### config.mk
export PLATFORM = sky130hd
export DESIGN_NAME = audio_mixer_n
export DESIGN_NICKNAME = d
export VERILOG_FILES = /design/src/rtl/audio_mixer_n.sv
export SDC_FILE = /design/constraint.sdc
export NUM_CORES = 1
export LEC_CHECK = 0
export CAP_MARGIN = 40
export CORE_MARGIN = 2
export CORE_UTILIZATION = 45
export DETAILED_ROUTE_END_ITERATION = 16
export GPL_TIMING_DRIVEN = 0
export PLACE_DENSITY = 0.76
export SYNTH_ARGS = -nofsm -noshare
export SYNTH_HDL_FRONTEND = slang
export SYNTH_SLANG_ARGS = --single-unit
### constraint.sdc
create_clock -name clk -period 7.5 [get_ports clk]
set_input_delay 0.75 -clock clk [delete_from_list [all_inputs] [get_ports clk]]
set_output_delay 0.75 -clock clk [all_outputs]
set_load 0.03 [all_outputs]
### src/rtl/audio_mixer_n.sv
// Multi-channel audio mixer: per-channel gain/mute/signedness, one shared MAC,
// saturation to OUT_W signed bits with sticky clip and overrun flags.
//
// state | meaning
// IDLE  | waiting for sample_en; inputs and gains are snapshotted on the strobe
// ACC   | one channel per cycle accumulated into acc (CHANNELS cycles)
// SAT   | scale by 1/8, saturate, publish audio_o with a one-cycle valid_o
module audio_mixer_n #(
  parameter int CHANNELS = 4,
  parameter int IN_W     = 16,
  parameter int OUT_W    = 16,
  parameter int GAIN_W   = 4,
  localparam int SEL_W   = $clog2(CHANNELS),
  localparam int ACC_W   = IN_W + GAIN_W + $clog2(CHANNELS) + 1
) (
  input  logic                     clk,
  input  logic                     reset_n,
  input  logic                     sample_en,
  input  logic [CHANNELS*IN_W-1:0] ch_data,
  input  logic [CHANNELS-1:0]      ch_signed,
  input  logic [CHANNELS-1:0]      mute,
  input  logic                     gain_wr,
  input  logic [SEL_W-1:0]         gain_sel,
  input  logic [GAIN_W-1:0]        gain_din,
  input  logic                     clip_clr,
  output logic [OUT_W-1:0]         audio_o,
  output logic                     valid_o,
  output logic                     busy_o,
  output logic                     clip_o,
  output logic                     overrun_o
);

  typedef enum logic [1:0] {
    IDLE = 2'd0,
    ACC  = 2'd1,
    SAT  = 2'd2
  } state_t;

  localparam logic signed [ACC_W-1:0] SAT_MAX = ACC_W'((64'sd1 <<< (OUT_W - 1)) - 64'sd1);
  localparam logic signed [ACC_W-1:0] SAT_MIN = -SAT_MAX - ACC_W'(1);

  state_t                   state;
  logic [GAIN_W-1:0]        gain    [CHANNELS];
  logic [GAIN_W-1:0]        gain_sh [CHANNELS];
  logic [IN_W-1:0]          data_sh [CHANNELS];
  logic [CHANNELS-1:0]      signed_sh;
  logic [CHANNELS-1:0]      mute_sh;
  logic [SEL_W-1:0]         idx;
  logic signed [ACC_W-1:0]  acc;
  logic signed [ACC_W-1:0]  ext_w;
  logic signed [ACC_W-1:0]  gain_w;
  logic signed [ACC_W-1:0]  term;
  logic signed [ACC_W-1:0]  sat_s;
  logic [IN_W-1:0]          cur;
  logic                     fill;
  logic                     clip_set;
  logic                     ovr_set;

  // Live gain registers; the mix itself only ever reads the snapshot in gain_sh.
  always_ff @(posedge clk or negedge reset_n) begin
    if (!reset_n) begin
      for (int i = 0; i < CHANNELS; i++) gain[i] <= GAIN_W'(8);
    end else if (gain_wr && ({1'b0, gain_sel} < (SEL_W + 1)'(CHANNELS))) begin
      gain[gain_sel] <= gain_din;
    end
  end

  always_comb begin
    cur      = data_sh[idx];
    fill     = signed_sh[idx] & cur[IN_W-1];
    ext_w    = {{(ACC_W - IN_W){fill}}, cur};
    gain_w   = {{(ACC_W - GAIN_W){1'b0}}, gain_sh[idx]};
    term     = mute_sh[idx] ? '0 : ext_w * gain_w;
    sat_s    = acc >>> 3;
    ovr_set  = sample_en && (state != IDLE);
    clip_set = (state == SAT) && ((sat_s > SAT_MAX) || (sat_s < SAT_MIN));
  end

  always_ff @(posedge clk or negedge reset_n) begin
    if (!reset_n) begin
      state     <= IDLE;
      idx       <= '0;
      acc       <= '0;
      audio_o   <= '0;
      valid_o   <= 1'b0;
      busy_o    <= 1'b0;
      clip_o    <= 1'b0;
      overrun_o <= 1'b0;
      signed_sh <= '0;
      mute_sh   <= '0;
      for (int i = 0; i < CHANNELS; i++) begin
        data_sh[i] <= '0;
        gain_sh[i] <= '0;
      end
    end else begin
      valid_o   <= 1'b0;
      // A new event in the same cycle as clip_clr keeps the flag set.
      clip_o    <= clip_set | (clip_o & ~clip_clr);
      overrun_o <= ovr_set | (overrun_o & ~clip_clr);
      case (state)
        IDLE: begin
          if (sample_en) begin
            for (int i = 0; i < CHANNELS; i++) begin
              data_sh[i] <= ch_data[i*IN_W +: IN_W];
              gain_sh[i] <= gain[i];
            end
            signed_sh <= ch_signed;
            mute_sh   <= mute;
            acc       <= '0;
            idx       <= '0;
            busy_o    <= 1'b1;
            state     <= ACC;
          end
        end
        ACC: begin
          acc <= acc + term;
          idx <= idx + SEL_W'(1);
          if (idx == SEL_W'(CHANNELS - 1)) state <= SAT;
        end
        SAT: begin
          if (sat_s > SAT_MAX)      audio_o <= SAT_MAX[OUT_W-1:0];
          else if (sat_s < SAT_MIN) audio_o <= SAT_MIN[OUT_W-1:0];
          else                      audio_o <= sat_s[OUT_W-1:0];
          valid_o <= 1'b1;
          busy_o  <= 1'b0;
          state   <= IDLE;
        end
        default: state <= IDLE;
      endcase
    end
  end

endmodule

### Word level (Yosys, flattened, before mapping)

Index checks and enable logic that the tools add are counted.

| word-level totals | value |
|---|---|
| input bits | 83 |
| word-level logic and storage cells | 82 |
| register bits after elaboration | 151 |
| output and inout bits | 20 |

| operators by class | value |
|---|---|
| equal/unequal tests | 5 |
| bitwise logic cells | 8 |
| $add $sub $neg | 2 |
| reductions and logical operators | 12 |
| multiplexer cells | 26 |
| order comparisons | 6 |
| multiply operators | 1 |

Operators by type and width:

| operator | count |
|---|---|
| 2-to-1 mux 16 bit | 4 |
| 2-to-1 mux 23 bit | 2 |
| one-hot mux 23 bit (2 select lines) | 1 |
| binary-select mux 16 bit (select 2 bit) | 1 |
| adder 23 bit | 1 |
| multiplier 17 x 5 -> 22 bit | 1 |
| > comparator 20 x 16 -> 1 bit (second input constant) | 1 |
| < comparator 20 x 16 -> 1 bit (second input constant) | 1 |
| bitwise mux 16 bit | 1 |
| 2-to-1 mux 4 bit | 3 |
| binary-select mux 4 bit (select 2 bit) | 1 |
| demux 4 bit (select 2 bit) | 1 |
| one-hot mux 2 bit (2 select lines) | 2 |
| AND reduction 2 bit | 4 |
| greater-or-equal comparator 3 bit (second input constant) | 2 |
| 2-to-1 mux 2 bit | 3 |
| inverter 2 -> 3 bit | 2 |
| nonzero test 2 bit | 3 |
| binary-select mux 1 bit (select 2 bit) | 2 |
| equality test 2 bit (second input constant) | 2 |
| 2-to-1 mux 1 bit | 4 |
| != test 2 bit (second input constant) | 2 |
| bitwise AND 1 bit | 3 |
| logical AND 1 bit | 3 |
| other kinds (9) | 10 |

### Depth between registers and ports, before layout

Gate-level depths: netlist of the first run.

| logic depth | value |
|---|---|
| word-level depth | 9 |
| gate-level depth with buffers | 31 |
| mapped depth without buffers | 28 |

### Least setup slack after synthesis of the first run

No wires, ideal clock.

| timing path | value |
|---|---|
| path kind | reg-to-reg |
| start | register idx[0] |
| end | register acc[21] |
| setup time | 0.129 ns |
| required time | 7.371 ns |
| period minus slack after synthesis | 6.812 ns |
| stages on the path, launching flop included | 31 |
| slack | 0.688 ns |
| arrival time | 6.683 ns |
| buffers on the path | 3 |
| cell sequence | dfrtp_1 > buf_2 > buf_2 > buf_2 > mux4_2 > and2_1 > ha_1 > inv_1 > fa_1 > fa_1 > inv_1 > ha_1 > a21o_1 > a21oi_1 > o21a_1 > nor2_1 > nor2_1 > nor2b_1 > nor2_1 > xor2_1 > nor2_1 > ha_1 > a21o_1 > a211o_1 > nor4_2 > o21ai_1 > a31o_1 > or3_1 > a31oi_1 > xor2_1 > o21ai_1 |

| between the ends | value |
|---|---|
| word-level cells in the longest chain between the ends | 9 |
| elaborated cells on any way between the ends | 16 |
| those cells by class | add/sub: 1; mul: 1; mux: 12; bitwise: 2 |

Ends and longest elaborated chain:

| element | RTL line | RTL |
|---|---|---|
| start, declared | 48 | `logic [SEL_W-1:0] idx;` |
| start signal, assigned | 117 | `idx <= idx + SEL_W'(1);` |
| inverter 2 -> 3 bit (implied by the code) | 69, 72 |  |
| binary-select mux 16 bit (select 2 bit) | 69 | `cur = data_sh[idx];` |
| 2-to-1 mux 16 bit (implied by the code) (2 in series) | 69 |  |
| bitwise AND 1 bit | 70 | `fill = signed_sh[idx] & cur[IN_W-1];` |
| multiplier 17 x 5 -> 22 bit | 73 | `term = mute_sh[idx] ? '0 : ext_w * gain_w;` |
| 2-to-1 mux 23 bit * | 73 |  |
| adder 23 bit * | 116 | `acc <= acc + term;` |
| one-hot mux 23 bit (2 select lines) * | 100 | `case (state)` |
| end signal, assigned | 116 |  |
| end, declared | 49 | `logic signed [ACC_W-1:0] acc;` |

Every way passes the cells marked *; elsewhere a longest branch is shown, timed or not. The select of a mux whose other input is x is not followed.
A chain may end at the register's enable or synchronous reset.

### Worst setup path after layout of the first run

Same ends and word-level chain as after synthesis.

==> flow_summary.toml, run 1 <==
[route]
vias = 8050
wl_per_cell_um = 16.2
drtPass1Iterations = 5
post_drt_via_cell_ratio = 5.36
wl_um = 24400
drc = 0
drt-initial-drc-count = 476
ant_nets = 0

[sta]
tightest_slew_ns = 0.658
fin_crit_sh_pct = 96.3
hold_viol = 0
finClkSkew_ns = 0.0116
min_period_ns = 7.22
setup_violations = 0
drv_slew = 0
relSlewSlack_pct = 56.0
fmax_mhz = 138
worst_slack_ns = 0.278

[critical_path]
ff2ff_path_depth = 30
path_buf_inv = 5
slowest_stage = "mux4_2"
start_kind = "register"
slowest_delay_ns = 0.56
crit-reg2reg-launch = "idx[0]"
cp_common_cell = "nor2_1"
critPathMaxFanout = 10
crit_type = "register to register"
crit_family = "adder cells"
required_ns = 7.80
regToRegEndpoint = "acc[21]"
regToRegSetupSlack_ns = 0.28
cp.arrival_ns = 7.52
crit_cells = 30
worst_setup_path_end_kind = "register"

[synth]
syn-num-nets = 1273
synth_top_cell_area_share_pct = 37.6
synth_area_leaders = "dfrtp_1, nand2_1, ha_1, fa_1, mux4_2"
synthesis.area_sq_mm = 0.00978
ys_seq_elements = 151
synth_seq_area_share_pct = 38.7
synth-edff-count = 0
async_flop_share_pct = 100
synth_area_per_cell_sq_um = 8.98
synthFlopType = "dfrtp_1"
yosysMostFrequentCell = "nand2_1"
synth_cell_types = 50
yosys_warnings = 0
synth_cells = 1089
yosys.area.top_type = "dfrtp_1"
synthTopCellsByCount = "nand2_1, dfrtp_1, inv_1"

[placement]
pre_cts_ws_ns = -0.402
dpl.hpwl_um = 18300
place_inst = 1467
numPortBuffers = 102
gp_congestion = 0.840

[global_route]
track_usage_pct = 22.8
grt_max_degree = 97
grt_pass1_vias = 8430
grt_pass1_wl_um = 40800
grt_overflow = 0
antenna_found_initial = 0

[cts]
cts.sinks = 151
cts_buffers = 17
cts_buffer_depth = 2
cts_tree = "built"
cts.htree.levels = 4
clk_pin_slew_ns = 0.08
clkLatencyLatePin_ns = 0.44
ctsRootBufferMaster = "clkbuf_16"

[cells_and_area]
fin_cells = 1501
syn_to_final_growth_pct = 21.3
fin_nets = 1397
layout-drive-gt1-share_pct = 7.75
num_antenna_cells = 0

[die]
coreArea_sq_mm = 0.0212
die_w_um = 151
start_util_pct = 46.2
num_rows = 53
dieArea_sq_mm = 0.0229
num_io_pins = 103
die_y_um = 151

[min_path]
min-delay-path-class = "input port to asynchronous set/reset pin"

[outcome]
outcome = "complete, no violations"

[run]
cap_violations = 0
[state kept, by name, indices dropped and copies added (netlist names)]
signal and count:
overrun_o 1, idx 2, busy_o 1, gain 16, clip_o 1, audio_o 16, state 2, mute_sh 4
valid_o 1, signed_sh 4, data_sh 64, acc 23, gain_sh 16
[metal layers]
metal	GRT usage (%)	part of all wire [%]	vias up	routed length [um]
li1	-	-	3829	-
met1	29.3	43	3919	10500
met2	38.4	50	250	12100
met3	4.19	4.7	52	1150
met4	8.36	2.3	0	566
met5	0	0	-	0
[logic make-up after synthesis]
family                     share of synthesized area [%]
AOI/OAI and AO/OA                                   9.22
xor gates and xnor gates                            3.13
adders and majority gates                           15.7
buffers and inverters                               4.99
DFF                                                 38.7
muxes                                               7.02
and+or+nand+nor                                     21.3
[through the flow]
stage | instance area [sq um] | hold slack (ns) | utilization [%] | TNS (ns)
2_1_floorplan | 9780 | 0.433 | - | 0
3_3_place_gp | 11100 | 0.454 | 52.7 | -47.19
3_5_place_dp | 11200 | 0.457 | 52.8 | -0.839
4_1_cts | 11800 | 0.291 | 55.8 | 0
5_1_grt | 11900 | 0.312 | 56.1 | -0.0181
6_report | 11900 | 0.271 | 56.1 | 0
[worst max path at each step]
stage | from | endpoint | slack (ns)
finish | idx[0] | acc[21] | 0.28
global route | idx[0] | acc[21] | -0.02
CTS | idx[0] | acc[21] | 0.009
detailed placement | idx[1] | acc[21] | -0.40
global placement | reset_n | data_sh[44] | -0.34
floorplan | idx[0] | acc[21] | 0.69
[cell usage in the layout (no fill, tap or decap), drive strengths merged, types with 11 or more instances in the layout]
master,Yosys,layout
nor2b,12,12
nand3,23,23
dfrtp,147,147
mux2,17,17
clkbuf,39,56
and2,52,52
ha,65,65
xnor2,18,18
fa,36,36
nor2,35,35
nand2,321,321
nor3,11,11
a21o,12,12
inv,85,89
a21oi,27,27
xor2,17,17
mux4,22,22
o21ai,80,80
clkdlybuf4s50,0,101
[cell type report]
| class | instances | area [sq um] |
|---|---|---|
| fillers | 1808 | 9290 |
| multi-input cells | 809 | 5530 |
| flip-flops and latches | 151 | 3780 |
| repair buffers | 105 | 1060 |
| clock buffers | 17 | 425 |
| well taps | 275 | 344 |
| inverters | 85 | 319 |
| plain buffers | 44 | 206 |
| clock inverters | 15 | 189 |
[worst reg2reg max path: cells and delay by family (launching register included)]
family / cells / cell delay [ns]
adder cells (fa/ha/maj): 5 / 2.05
AO/OA/AOI/OAI: 9 / 1.77
AND/OR/NAND/NOR: 8 / 1.30
buffers and inverters: 5 / 0.68
multiplexers: 1 / 0.57
XOR/XNOR: 2 / 0.40
flip-flops: 1 / 0.36
[repair_timing]
item | CTS | global route
gates resized for setup | 6 | 19
buffers inserted | 1 | 1
pin swaps | 0 | 1
endpoints found under the setup margin | 6 | 5
gates cloned | 0 | 0
endpoints found under the hold margin | 0 | 0
hold buffers | 0 | 0
Power of run 1 is left out: the tool's default activity adds up to more than one toggle a clock period on the data nets, which glitch-free logic cannot reach.
==> run 2: changes to the inputs <==
- clock period: 7.5 -> 7.1 ns (I/O delays scaled with it)
==> run 2 against run 1 <==
Sequential cell count unchanged. Register-to-register slack got worse by 0.04 ns. Hold slack got worse by 0.051 ns. Utilization increased by 0.89 points. Critical path depth unchanged. Non-clock buffer count increased by 11. Final cell count increased by 0.73%. Clock-buffer cell count unchanged. Routed wire length increased by 1.7%. Global-route usage increased by 0.23 points. Clock skew increased by 0.0045 ns. Via count increased by 1.3%. Largest cell class unchanged. Highest routed layer unchanged.
==> flow_summary.toml, run 2 (synthesis results as in run 1) <==
[outcome]
outcome = "complete, no violations"

[cts]
clk_pin_slew_ns = 0.08
cts_buffer_depth = 2
ctsRootBufferMaster = "clkbuf_16"
cts.htree.levels = 4
cts.sinks = 151
cts_buffers = 17
cts_tree = "built"
clkLatencyLatePin_ns = 0.45

[critical_path]
crit-reg2reg-launch = "idx[0]"
regToRegSetupSlack_ns = 0.24
required_ns = 7.41
path_buf_inv = 5
slowest_stage = "mux4_2"
cp_common_cell = "nor2_1"
start_kind = "register"
worst_setup_path_end_kind = "register"
crit_family = "adder cells"
ff2ff_path_depth = 30
regToRegEndpoint = "acc[21]"
critPathMaxFanout = 10
crit_type = "register to register"
cp.arrival_ns = 7.17
slowest_delay_ns = 0.58

[cells_and_area]
multi_input_area_sq_mm = 0.00561
fin_nets = 1408
fillers = 1775
layout-drive-gt1-share_pct = 9.54
final_common_cell = "nand2_1"
postLayoutCellArea_sq_mm = 0.0120
num_antenna_cells = 0
syn_to_final_growth_pct = 23.2
mostFrequentLayoutCells = "nand2_1, dfrtp_1, clkdlybuf4s50_1, inv_1, o21ai_0"
ff_latch_area_sq_mm = 0.00378
largest_register_ffs = 64
reg_top3 = "data_sh x64, acc x23"
top_register = "data_sh"

[global_route]
grt_overflow = 0
track_usage_pct = 23.0
grt_pass1_wl_um = 41100
grt_max_degree = 97
antenna_found_initial = 0
grt_pass1_vias = 8472

[placement]
dpl_cell_area_sq_mm = 0.0112
gp_congestion = 0.840
numPortBuffers = 102
dpl.hpwl_um = 18300

[route]
wl_um = 24800
drt-initial-drc-count = 403
ant_nets = 0
wl_per_cell_um = 16.4
vias = 8154
drc = 0
post_drt_via_cell_ratio = 5.39
drtPass1Iterations = 5

[die]
die_w_um = 151
num_io_pins = 103
num_rows = 53
start_util_pct = 46.2
dieArea_sq_mm = 0.0229
coreArea_sq_mm = 0.0212
die_y_um = 151

[sta]
hold_viol = 0
fin_crit_sh_pct = 96.7
drv_slew = 0
fmax_mhz = 146
min_period_ns = 6.86
finClkSkew_ns = 0.0161
relSlewSlack_pct = 55.0
tightest_slew_ns = 0.673
setup_violations = 0

[run]
cap_violations = 0

[min_path]
min-delay-path-class = "input port to asynchronous set/reset pin"
run 2: changes by cell type in the layout (fill, tap and decap cells not counted), moves of 2 or more:
cell,before,now
ha_4,0,2
buf_4,3,15
a21oi_2,1,3
o21ai_1,3,7
ha_1,65,61
ha_2,0,2
buf_6,1,3
o21ai_0,77,72
a21oi_1,26,24
run 2: repair_timing:
| action | CTS | global route |
|---|---|---|
| pin swaps | 3 | 10 |
| resized for setup | 26 | 20 |
| cloned | 0 | 0 |
| setup buffers | 5 | 8 |
| endpoints found under the setup margin | 9 | 3 |
| hold buffers | 0 | 0 |
run 2: through the flow:
stage / hold slack (ns) / std cells / TNS [ns] / setup slack, ns / utilization [%]
after global placement: 0.454 / 1466 / -102.38 / -0.743 / 52.7
final: 0.220 / 1512 / 0 / 0.236 / 57.0
after detailed placement: 0.457 / 1467 / -3.58 / -0.802 / 52.8
after floorplan: 0.414 / 1089 / 0 / 0.288 / -
after global routing: 0.267 / 1512 / -0.125 / -0.0773 / 57.0
after CTS: 0.251 / 1504 / 0 / 0.0201 / 56.2
run 2: final cells by class:
cell class / count / share of cell area, %
buffer: 44 / 1.86
clock buffer: 17 / 3.53
sequential: 151 / 31.4
clock inverter: 15 / 1.57
multi-input combinational: 809 / 46.6
inverter: 85 / 2.65
tap: 275 / 2.86
timing repair buffer: 116 / 9.52
run 2: how the worst max path moves through the flow:
| stage | startpoint | to | slack [ns] | cells past startpoint |
|---|---|---|---|---|
| after global placement | idx[1] | acc[21] | -0.74 | 29 |
| after global routing | idx[0] | acc[22] | -0.08 | 30 |
| after floorplan | idx[0] | acc[21] | 0.29 | 30 |
| final | idx[0] | acc[21] | 0.24 | 30 |
| after detailed placement | idx[1] | acc[21] | -0.80 | 29 |
| after CTS | idx[0] | acc[21] | 0.02 | 30 |
run 2: layer usage:
layer / vias to the layer above / routed length [um] / part of all wire [%] / GRT usage (%)
li1: 3852 / - / - / -
met1: 3925 / 10400 / 42 / 29.6
met2: 311 / 12200 / 49 / 38.6
met3: 66 / 1440 / 5.8 / 4.61
met4: 0 / 757 / 3.1 / 8.32
met5: - / 0 / 0 / 0
Power of run 2 is left out for the same reason.
==> run 3: changes to the inputs <==
- GPL_TIMING_DRIVEN: 0 -> unset
==> run 3 against run 2 <==
First-iteration DRC count rose by 8.4%. Global-route usage fell by 3.7 points. Register-to-register slack improved by 0.23 ns. Via count fell by 7.8%. Final area fell by 2.6%. Fmax rose by 3.4%. Final cell count fell by 3.2%. Routed wire length fell by 16%. Sequential share of layout area rose by 0.85 points. Sequential cell count did not move. Critical path type unchanged. Critical endpoint unchanged.
==> flow_summary.toml, run 3 (synthesis results as in run 1) <==
[outcome]
outcome = "complete, no violations"

[global_route]
antenna_found_initial = 0
grt_pass1_vias = 7567
grt_pass1_wl_um = 35300
grt_max_degree = 92
track_usage_pct = 19.3
grt_overflow = 0

[critical_path]
slowest_stage = "mux4_2"
cp.arrival_ns = 6.94
cp_common_cell = "nor2_1"
required_ns = 7.41
slowest_delay_ns = 0.54
regToRegEndpoint = "acc[21]"
regToRegSetupSlack_ns = 0.46
ff2ff_path_depth = 28
crit-reg2reg-launch = "idx[0]"
worst_setup_path_end_kind = "register"
crit_type = "register to register"
start_kind = "register"
critPathMaxFanout = 16
crit_family = "adder cells"
path_buf_inv = 3

[run]
cap_violations = 0

[cells_and_area]
syn_to_final_growth_pct = 20.0
top_register = "data_sh"
final_common_cell = "nand2_1"
largest_register_ffs = 64
fin_nets = 1360
layout-drive-gt1-share_pct = 8.07
num_antenna_cells = 0
reg_top3 = "data_sh x64, acc x23"
postLayoutCellArea_sq_mm = 0.0117
mostFrequentLayoutCells = "nand2_1, dfrtp_1, clkdlybuf4s50_1, inv_1, o21ai_0"

[route]
ant_nets = 0
drc = 0
vias = 7519
post_drt_via_cell_ratio = 5.14
wl_per_cell_um = 14.2
wl_um = 20700
drt-initial-drc-count = 437
drtPass1Iterations = 7

[sta]
relSlewSlack_pct = 42.3
setup_violations = 0
worst_slack_ns = 0.464
min_period_ns = 6.64
hold_viol = 0
fin_crit_sh_pct = 93.5
tightest_slew_ns = 0.866
drv_slew = 0
fmax_mhz = 151
finClkSkew_ns = 0.0123

[cts]
cts.sinks = 151
cts_buffer_depth = 2
clkLatencyLatePin_ns = 0.43
cts.htree.levels = 4
cts_tree = "built"
ctsHoldBuffers = 0
cts_buffers = 17
clk_pin_slew_ns = 0.07
ctsRootBufferMaster = "clkbuf_16"

[die]
start_util_pct = 46.2
die_w_um = 151
num_rows = 53
coreArea_sq_mm = 0.0212
num_io_pins = 103
die_y_um = 151
dieArea_sq_mm = 0.0229

[placement]
dpl.hpwl_um = 15600
gp_congestion = 0.875
pre_cts_ws_ns = 0.383
numPortBuffers = 102
dpl_cell_area_sq_mm = 0.0111

[min_path]
min-delay-path-class = "input port to asynchronous set/reset pin"
## run 3: repair_timing
action                                  in CTS  in global routing
endpoints found under the setup margin       0                  3
gates resized for setup                      0                  4
buffers inserted                             0                  0
## run 3: per-layer routing
metal  share of wire [%]  global-route usage, %
met1                  47                   26.0
met2                  48                   32.2
met3                 4.0                   3.98
met4                 1.0                   4.53
met5                   0                      0
## run 3: worst max path at each step
stage / startpoint / endpoint / slack [ns] / cells past startpoint
final: idx[0] / acc[21] / 0.46 / 28
after floorplan: idx[0] / acc[21] / 0.29 / 30
after global placement: idx[1] / acc[22] / 0.48 / 26
after CTS: idx[1] / acc[22] / 0.35 / 26
after detailed placement: idx[1] / acc[22] / 0.38 / 26
after global routing: idx[0] / acc[22] / -0.009 / 25
## run 3: worst register-to-register path, delay by kind of cell (launching register included)
family / cells / cell delay [ns]
compound gates: 9 / 1.76
simple gates: 8 / 1.17
fa+ha+maj: 5 / 1.99
buf+inv: 3 / 0.29
xor+xnor: 2 / 0.32
flops: 1 / 0.45
mux: 1 / 0.55
## run 3: metrics by stage
step	TNS [ns]	instances	hold slack [ns]	utilization, %
after CTS	0	1464	0.285	55.4
after global placement	0	1430	0.447	52.3
after global routing	-0.00926	1464	0.292	55.5
final	0	1464	0.253	55.5
after floorplan	0	1089	0.414	-
after detailed placement	0	1432	0.456	52.5
## run 3: area by class of cell
cell class	instances	area, sq um
fill	1805	9420
multi-input combinational	809	5530
sequential	151	3790
timing repair buffer	112	1150
clock buffer	17	425
tap	275	344
inverter	85	319
clock inverter	15	184
Power of run 3 is left out for the same reason.
